**src/rtl/ravenoc_pkg.sv**
```systemverilog
// Shared constants and types for the NoC egress arbiter.
// Flit type occupies the two most significant bits of every flit.
package ravenoc_pkg;

  localparam int FLIT_WIDTH = 32;
  localparam int N_VIRT_CHN = 2;
  localparam int VC_WIDTH   = $clog2(N_VIRT_CHN);
  localparam int TYPE_MSB   = FLIT_WIDTH - 1;
  localparam int TYPE_LSB   = FLIT_WIDTH - 2;

  typedef enum logic [1:0] {
    HEAD      = 2'b00,
    BODY      = 2'b01,
    TAIL      = 2'b10,
    HEAD_TAIL = 2'b11
  } s_flit_type_t;

  typedef enum logic {
    IDLE   = 1'b0,
    LOCKED = 1'b1
  } arb_state_t;

  function automatic logic is_head(input s_flit_type_t t);
    return (t == HEAD) || (t == HEAD_TAIL);
  endfunction

  function automatic logic [VC_WIDTH-1:0] onehot_to_idx(input logic [N_VIRT_CHN-1:0] oh);
    logic [VC_WIDTH-1:0] idx;
    idx = '0;
    for (int i = 0; i < N_VIRT_CHN; i++) begin
      if (oh[i]) begin
        idx = idx | VC_WIDTH'(i);
      end else begin
        idx = idx;
      end
    end
    return idx;
  endfunction

endpackage

```
**src/rtl/vc_prio_arb.sv**
```systemverilog
// Combinational fixed-priority arbiter: the highest set request index wins.
module vc_prio_arb #(
  parameter int N = 2
) (
  input  logic [N-1:0] req,
  output logic [N-1:0] gnt
);

  // Later (higher) indices overwrite earlier ones, leaving only the top request granted
  always_comb begin
    gnt = '0;
    for (int i = 0; i < N; i++) begin
      if (req[i]) begin
        gnt    = '0;
        gnt[i] = 1'b1;
      end else begin
        gnt[i] = 1'b0;
      end
    end
  end

endmodule

```
**src/rtl/noc_egress_arb.sv**
```systemverilog
// Wormhole egress arbiter: picks a VC on a head flit, stays locked to it
// until the tail, and drives a single registered output slot.
module noc_egress_arb
  import ravenoc_pkg::*;
(
  input  logic                                  clk,
  input  logic                                  arst,
  input  logic [N_VIRT_CHN-1:0][FLIT_WIDTH-1:0] vc_flit_i,
  input  logic [N_VIRT_CHN-1:0]                 vc_valid_i,
  output logic [N_VIRT_CHN-1:0]                 vc_ready_o,
  output logic [FLIT_WIDTH-1:0]                 flit_data_o,
  output logic                                  valid_o,
  input  logic                                  ready_i,
  output logic [VC_WIDTH-1:0]                   vc_id_o
);

  arb_state_t                  state_r, state_nxt;
  logic [VC_WIDTH-1:0]         lock_vc_r, lock_vc_nxt;
  logic [N_VIRT_CHN-1:0]       req_s, arb_gnt_s, grant_s;
  logic                        slot_free_s;
  logic [VC_WIDTH-1:0]         win_idx_s;
  logic [FLIT_WIDTH-1:0]       win_flit_s;
  s_flit_type_t                win_type_s;

  // Eligible requests depend on whether a packet currently owns the output
  always_comb begin
    req_s = '0;
    case (state_r)
      IDLE: begin
        for (int i = 0; i < N_VIRT_CHN; i++) begin
          req_s[i] = vc_valid_i[i] &
                     is_head(s_flit_type_t'(vc_flit_i[i][TYPE_MSB:TYPE_LSB]));
        end
      end
      LOCKED:  req_s[lock_vc_r] = vc_valid_i[lock_vc_r];
      default: req_s = '0;
    endcase
  end

  vc_prio_arb #(.N(N_VIRT_CHN)) u_prio_arb (
    .req (req_s),
    .gnt (arb_gnt_s)
  );

  // Ready is gated by reset so nothing is accepted while arst is held low
  assign slot_free_s = !valid_o || ready_i;
  assign grant_s     = (slot_free_s && arst) ? arb_gnt_s : '0;
  assign vc_ready_o  = grant_s;
  assign win_idx_s   = onehot_to_idx(grant_s);
  assign win_flit_s  = vc_flit_i[win_idx_s];
  assign win_type_s  = s_flit_type_t'(win_flit_s[TYPE_MSB:TYPE_LSB]);

  // Next-state: lock on HEAD, release only on TAIL (HEAD/HEAD_TAIL while locked act as BODY)
  always_comb begin
    state_nxt   = state_r;
    lock_vc_nxt = lock_vc_r;
    case (state_r)
      IDLE: begin
        if ((|grant_s) && (win_type_s == HEAD)) begin
          state_nxt   = LOCKED;
          lock_vc_nxt = win_idx_s;
        end else begin
          state_nxt = IDLE;
        end
      end
      LOCKED: begin
        if ((|grant_s) && (win_type_s == TAIL)) begin
          state_nxt = IDLE;
        end else begin
          state_nxt = LOCKED;
        end
      end
      default: begin
        state_nxt   = IDLE;
        lock_vc_nxt = '0;
      end
    endcase
  end

  // State and lock registers
  always_ff @(posedge clk or negedge arst) begin
    if (!arst) begin
      state_r   <= IDLE;
      lock_vc_r <= '0;
    end else begin
      state_r   <= state_nxt;
      lock_vc_r <= lock_vc_nxt;
    end
  end

  // Output slot: load on grant, empty after an egress transfer with no refill
  always_ff @(posedge clk or negedge arst) begin
    if (!arst) begin
      valid_o     <= 1'b0;
      flit_data_o <= '0;
      vc_id_o     <= '0;
    end else if (|grant_s) begin
      valid_o     <= 1'b1;
      flit_data_o <= win_flit_s;
      vc_id_o     <= win_idx_s;
    end else if (ready_i) begin
      valid_o     <= 1'b0;
    end
  end

endmodule
```
**config.mk**
```make
export PLATFORM = sky130hd
export DESIGN_NAME = noc_egress_arb
export DESIGN_NICKNAME = d
export VERILOG_FILES = /design/src/rtl/ravenoc_pkg.sv /design/src/rtl/vc_prio_arb.sv /design/src/rtl/noc_egress_arb.sv
export SDC_FILE = /design/constraint.sdc
export NUM_CORES = 1
export LEC_CHECK = 0
export ABC_AREA = 1
export CAP_MARGIN = 25
export CORE_ASPECT_RATIO = 0.5
export CORE_MARGIN = 5
export CORE_UTILIZATION = 40
export DETAILED_ROUTE_END_ITERATION = 10
export PLACE_DENSITY = 0.86
export SETUP_SLACK_MARGIN = 0.15
export SLEW_MARGIN = 20
export SYNTH_ARGS = -nofsm -noshare
export SYNTH_HDL_FRONTEND = slang
export SYNTH_SLANG_ARGS = --single-unit
```
**constraint.sdc**
```tcl
create_clock -name clk -period 2.8 [get_ports clk]
set_input_delay 0.56 -clock clk [delete_from_list [all_inputs] [get_ports clk]]
set_output_delay 0.56 -clock clk [all_outputs]
set_load 0.02 [all_outputs]
```
==> impl_metrics.tcl, run 1 <==
set metrics [dict create \
    drive_gt1_share_pct 6.46 \
    ys_seq_area_share_pct 51.6 \
    ios 105 \
    path_clk_slew_ns 0.07 \
    antenna_found_initial 0 \
    netlist_instances 221 \
    die_y_microns 56.7 \
    viasPerCell 4.86 \
    root_buffer "clkbuf_8" \
    syn_nets 290 \
    num_vias 1856 \
    die-area_sq_mm 0.00586 \
    worstSetupStartpointType "primary input" \
    grt_max_degree 37 \
    final_cell_mix "101 x clkdlybuf4s50_1, 78 x nand2_1, 36 x dfrtp_1" \
    first_pass_iters 4 \
    numCtsBuffers 5 \
    path_class "primary input to output pin" \
    yosys.area.top_type "dfrtp_1" \
    setup_viol 0 \
    worstReg2RegEnd "valid_o$_DFFE_PN0P_" \
    htreeDepth 2 \
    final_cells 382 \
    cts_tree "done" \
    place_hpwl_mm 4.17 \
    synthDistinctLibCells 21 \
    cp.arrival_ns 1.89 \
    portBuffers 104 \
    grt_pass1_vias 1831 \
    area_delta_synth_final_pct 67.5 \
    finClkSkew_ns 0.00252 \
    synth_seq_cells 36 \
    dp.cells 374 \
    pwr_density_cell_mw_per_mm2 969 \
    layout_commonest_cell "clkdlybuf4s50_1" \
    reg2reg_from "valid_o$_DFFE_PN0P_" \
    rsz0062_at_grt "no" \
    outcome "completed" \
    grt_pass1_wl_mm 8.58 \
    grtUsageTotal_pct 18.6 \
    crit_path_max_fanout 4 \
    timing.max_cap.violations 0 \
    final_util_pct 68.1 \
    syn_avg_cell_area_sq_um 7.90 \
    hold_viol 0 \
    remaining_drc_errors 0 \
    fin_area_sq_mm 0.00292 \
    synth_area_leaders "dfrtp_1 52%, nand2_1 17%, a31oi_1 11%" \
    row_count 17 \
    wl_per_cell_microns 13.8 \
    start_util_pct 40.6 \
    nNetsFinal 393 \
    antennaDiodeCount 0 \
    syn_area_sq_mm 0.00175 \
    insertion_delay_ns 0.28 \
    vdd_drop_max_uv 431 \
    p_leak_nw 1.30 \
    crit_required_ns 2.24 \
    max_freq_mhz 408 \
    reg2regPathDepth 8 \
    r2r_slack_ns 0.90 \
    ys_warn_count 0 \
    cts.sinks 36 \
    wirelength_mm 5.29 \
    routabilityCongestion 0.757 \
    ant_nets 0 \
    globalRouteOverflowTotal 0 \
    fin_tns_setup_ns 0 \
    maxSlewViolCount 0 \
    tightest_slew_ns 0.437 \
    holdCritPathClass "primary input to async pin" \
    core_area_sq_mm 0.00430 \
    fin_crit_ns 2.45 \
    post-cts-setup-buffer-count 0 \
    clock_path_buffers 2 \
    endpoint_kind "output pin" \
    yosysTopAreaCellShare_pct 51.6 \
    post_dp_cell_area_sq_mm 0.00281 \
    dr.first_iter.drc_count 59 \
    die_w_microns 103 \
    max-slew-margin-rel_pct 70.9 \
    min_period_over_period_pct 87.6 \
]
==> sequential cells by signal, indices dropped and copies added (netlist names) <==
name,cells
flit_data_o,32
state_r,1
vc_id_o,1
lock_vc_r,1
valid_o,1
==> cells in the mapped netlist <==
master,number
a21boi_2,1
o21bai_1,1
buf_6,3
nand3_1,3
nand4_1,2
inv_1,12
o21a_1,1
nand2_1,79
buf_4,1
nand3_2,1
a31oi_1,30
nand2_2,1
nor2_1,35
dfrtp_1,36
buf_2,7
nor3_1,1
o21ai_0,1
or2_2,1
and2_1,1
inv_2,1
clkbuf_1,3
==> critical path, cell delays in order <==
cell             delay, ns
clkdlybuf4s50_1       0.43
inv_1                 0.09
nand2_1               0.06
nand2_1               0.07
nand2_2               0.08
nand2_1               0.08
nand3_1               0.11
inv_1                 0.07
dlygate4sd2_1         0.34
==> cell type report <==
| type | count | area, sq um |
|---|---|---|
| multi-input cells | 158 | 713 |
| inverters | 13 | 48.8 |
| well taps | 57 | 71.3 |
| repair buffers | 110 | 1080 |
| fillers | 348 | 1370 |
| clock buffers | 6 | 72.6 |
| flip-flops and latches | 36 | 901 |
| clock inverters | 2 | 35.0 |
==> routing by layer <==
| metal | vias to the layer above | share of wire (%) | GRT usage (%) | wire length [microns] |
|---|---|---|---|---|
| li1 | 918 | - | - | - |
| met1 | 896 | 39 | 21.5 | 2060 |
| met2 | 35 | 57 | 34.8 | 3000 |
| met3 | 7 | 3.3 | 3.97 | 177 |
| met4 | 0 | 1.1 | 4.24 | 57 |
| met5 | - | 0 | 0 | 0 |
==> power by group <==
group | leakage (nW) | internal [mW] | switching (mW) | total, mW
combinational | 0.847 | 0.694 | 0.788 | 1.48
sequential | 0.401 | 0.773 | 0.141 | 0.914
clock | 0.0552 | 0.264 | 0.173 | 0.437
total | 1.30 | 1.73 | 1.10 | 2.83
==> stage by stage <==
step / hold slack, ns / power (mW) / setup slack [ns]
after floorplan: 0.264 / 1.69 / 0.887
after global placement: 0.478 / 2.36 / 0.207
after detailed placement: 0.503 / 2.42 / 0.101
after CTS: 0.331 / 2.87 / 0.159
after global routing: 0.343 / 3.02 / 0.306
final: 0.323 / 2.83 / 0.348
==> kinds of logic (layout without fill, tap and decap cells) <==
| family | Yosys count | in the layout | share of synthesized area (%) |
|---|---|---|---|
| and+or+nand+nor | 124 | 124 | 28.0 |
| buffers and inverters | 27 | 131 | 7.81 |
| AOI/OAI and AO/OA | 34 | 34 | 12.5 |
| DFF | 36 | 36 | 51.6 |
==> worst max-delay path by stage <==
stage | start | to | slack [ns] | depth (start not counted)
floorplan | arst | vc_ready_o[1] | 0.89 | 6
global placement | vc_flit_i[62] | vc_ready_o[0] | 0.21 | 8
detailed placement | vc_flit_i[63] | vc_ready_o[0] | 0.10 | 9
CTS | vc_flit_i[63] | vc_ready_o[1] | 0.16 | 8
global route | vc_flit_i[63] | vc_ready_o[0] | 0.31 | 9
finish | vc_flit_i[63] | vc_ready_o[0] | 0.35 | 9
==> repair_timing <==
action / CTS / global route
hold buffers: 0 / 0
resized for setup: 2 / 1
setup endpoints to repair: 2 / 1
Power figures use the tool's default switching activity.
==> inputs of run 2 (changes only) <==
--- a/config.mk
+++ b/config.mk
@@ -16,4 +16,5 @@
 export SLEW_MARGIN = 20
 export SYNTH_ARGS = -nofsm -noshare
 export SYNTH_HDL_FRONTEND = slang
+export SYNTH_HIERARCHICAL = 1
 export SYNTH_SLANG_ARGS = --single-unit
==> run 2 against run 1 <==
Global-route usage is 2.3 points higher; via count rose by 1.2%; clock power is 10% lower; maximum frequency fell by 2.8%; flip-flop and latch count did not move; clock-buffer cell count grew 1; wire length increased by 11%; critical path type unchanged; largest cell class unchanged.
==> impl_metrics.tcl, run 2 <==
set metrics [dict create \
    outcome "completed" \
    endpoint_kind "output pin" \
    ys_seq_area_share_pct 51.9 \
    die-area_sq_mm 0.00583 \
    largest_reg_flops 32 \
    ant_nets 0 \
    remaining_drc_errors 0 \
    insertion_delay_ns 0.29 \
    antennaDiodeCount 0 \
    cts_tree "done" \
    area_delta_synth_final_pct 67.2 \
    htreeDepth 2 \
    rsz0062_at_grt "no" \
    max-slew-margin-rel_pct 75.5 \
    fin_tns_setup_ns 0 \
    grt_pass1_wl_mm 9.43 \
    synthDistinctLibCells 20 \
    setup_viol 0 \
    drive_gt1_share_pct 7.21 \
    routabilityCongestion 0.884 \
    yosys.area.top_type "dfrtp_1" \
    core_area_sq_mm 0.00404 \
    wirelength_mm 5.89 \
    globalRouteOverflowTotal 0 \
    first_pass_iters 4 \
    tightest_slew_ns 0.368 \
    layout_commonest_cell "clkdlybuf4s50_1" \
    post-cts-setup-buffer-count 0 \
    wl_per_cell_microns 15.8 \
    pwr_density_cell_mw_per_mm2 982 \
    numCtsBuffers 5 \
    regMostFlops "flit_data_o" \
    place_hpwl_mm 4.33 \
    dp_slack_ns -0.134 \
    portBuffers 104 \
    fin_ws_ns 0.277 \
    viasPerCell 5.04 \
    path_class "primary input to output pin" \
    p_leak_nw 1.29 \
    hold_viol 0 \
    worstReg2RegEnd "lock_vc_r$_DFFE_PN0P_" \
    min_period_over_period_pct 90.1 \
    hold_buffers 0 \
    reg2reg_from "state_r$_DFF_PN0_" \
    syn_nets 282 \
    netlist_instances 213 \
    fin_crit_ns 2.52 \
    yosys_most_used_dff "dfrtp_1" \
    crit_path_max_fanout 4 \
    total_power_mw 2.85 \
    crit_required_ns 2.24 \
    synth_area_leaders "dfrtp_1 52%, nand2_1 9.5%, a21oi_1 8.9%" \
    cp.arrival_ns 1.96 \
    die_w_microns 103 \
    finClkSkew_ns 0.00976 \
    cts.sinks 36 \
    root_buffer "clkbuf_8" \
    synth_seq_cells 36 \
    clock_path_buffers 2 \
    maxSlewViolCount 0 \
    grt_pass1_vias 1927 \
    ios 105 \
    yosysMostFrequentCell "nand2_1" \
    worstSetupStartpointType "primary input" \
    antenna_found_initial 0 \
    yosysTopAreaCellShare_pct 51.9 \
    holdCritPathClass "primary input to async pin" \
    grt_max_degree 34 \
    max_freq_mhz 396 \
    timing.max_cap.violations 0 \
    row_count 16 \
    start_util_pct 42.9 \
    synth_common_cells "44 x nand2_1, 36 x dfrtp_1, 31 x a21oi_1, 31 x nor2_1, 27 x o21ai_1" \
    endpoint "vc_ready_o[1]" \
    num_vias 1879 \
    dr.first_iter.drc_count 82 \
    syn_area_sq_mm 0.00173 \
    die_y_microns 56.6 \
    cp-startpoint "vc_flit_i[63]" \
    nNetsFinal 387 \
    async_flop_share_pct 100 \
    grtUsageTotal_pct 20.9 \
    ys_warn_count 6 \
    final_cell_mix "101 x clkdlybuf4s50_1, 44 x nand2_1, 36 x dfrtp_1" \
    syn_avg_cell_area_sq_um 8.14 \
    r2r_slack_ns 0.96 \
    vdd_drop_max_uv 469 \
    path_clk_slew_ns 0.07 \
    synth_edf_count 0 \
    reg2regPathDepth 10 \
]
[run 2: through the flow]
| step | area [sq um] | util (%) | hold slack [ns] | instances |
|---|---|---|---|---|
| 2_1_floorplan | 1730 | - | 0.264 | 213 |
| 3_3_place_gp | 2810 | 69.5 | 0.461 | 365 |
| 3_5_place_dp | 2810 | 69.5 | 0.470 | 365 |
| 4_1_cts | 2900 | 71.8 | 0.157 | 373 |
| 5_1_grt | 2900 | 71.7 | 0.164 | 373 |
| 6_report | 2900 | 71.7 | 0.156 | 373 |
[run 2: worst min path at each step]
stage / cells after the start / slack [ns] / startpoint / endpoint
6_report: 1 / 0.16 / arst / flit_data_o[24]$_DFFE_PN0P_
2_1_floorplan: 0 / 0.26 / arst / flit_data_o[0]$_DFFE_PN0P_
4_1_cts: 1 / 0.16 / arst / valid_o$_DFFE_PN0P_
3_5_place_dp: 1 / 0.47 / arst / flit_data_o[23]$_DFFE_PN0P_
3_3_place_gp: 1 / 0.46 / arst / valid_o$_DFFE_PN0P_
5_1_grt: 1 / 0.16 / arst / valid_o$_DFFE_PN0P_
[run 2: routing by layer]
metal / track usage, % / vias up / wire length, microns
met5: 0 / - / 0
met4: 8.86 / 0 / 144
met3: 4.33 / 15 / 257
met2: 37.7 / 57 / 3210
met1: 23.8 / 898 / 2280
li1: - / 909 / -
[run 2: power by group]
group / switching [mW] / internal (mW) / total [mW]
sequential: 0.150 / 0.783 / 0.932
clock: 0.193 / 0.200 / 0.393
combinational: 0.813 / 0.709 / 1.52
total: 1.16 / 1.69 / 2.85
[run 2: logic make-up (layout without fill, tap and decap cells)]
group	after synthesis	count (layout)	synth area share, %
flops	36	36	51.9
xor+xnor	2	2	1.01
compound gates	67	67	20.1
buf+inv	25	131	7.36
simple gates	83	83	19.6
[run 2: cell type report]
type	instances	area [sq um]
Inverter	11	41.3
Sequential cell	36	901
Tap cell	54	67.6
Timing Repair Buffer	112	1090
Multi-Input combinational cell	152	706
Fill cell	314	1140
Clock inverter	1	7.51
Clock buffer	7	86.3
[run 2: worst max-delay path: stages]
cell	delay, ns
clkdlybuf4s50_1	0.50
xnor2_1	0.13
o211ai_1	0.09
inv_1	0.09
buf_4	0.15
nand3_4	0.08
inv_2	0.07
clkdlybuf4s15_1	0.29
[run 2: what timing repair did]
action                                  CTS  global route
pin swaps                                 0             0
endpoints found under the setup margin    2             2
gates resized for setup                   2             3
endpoints found under the hold margin     0             0
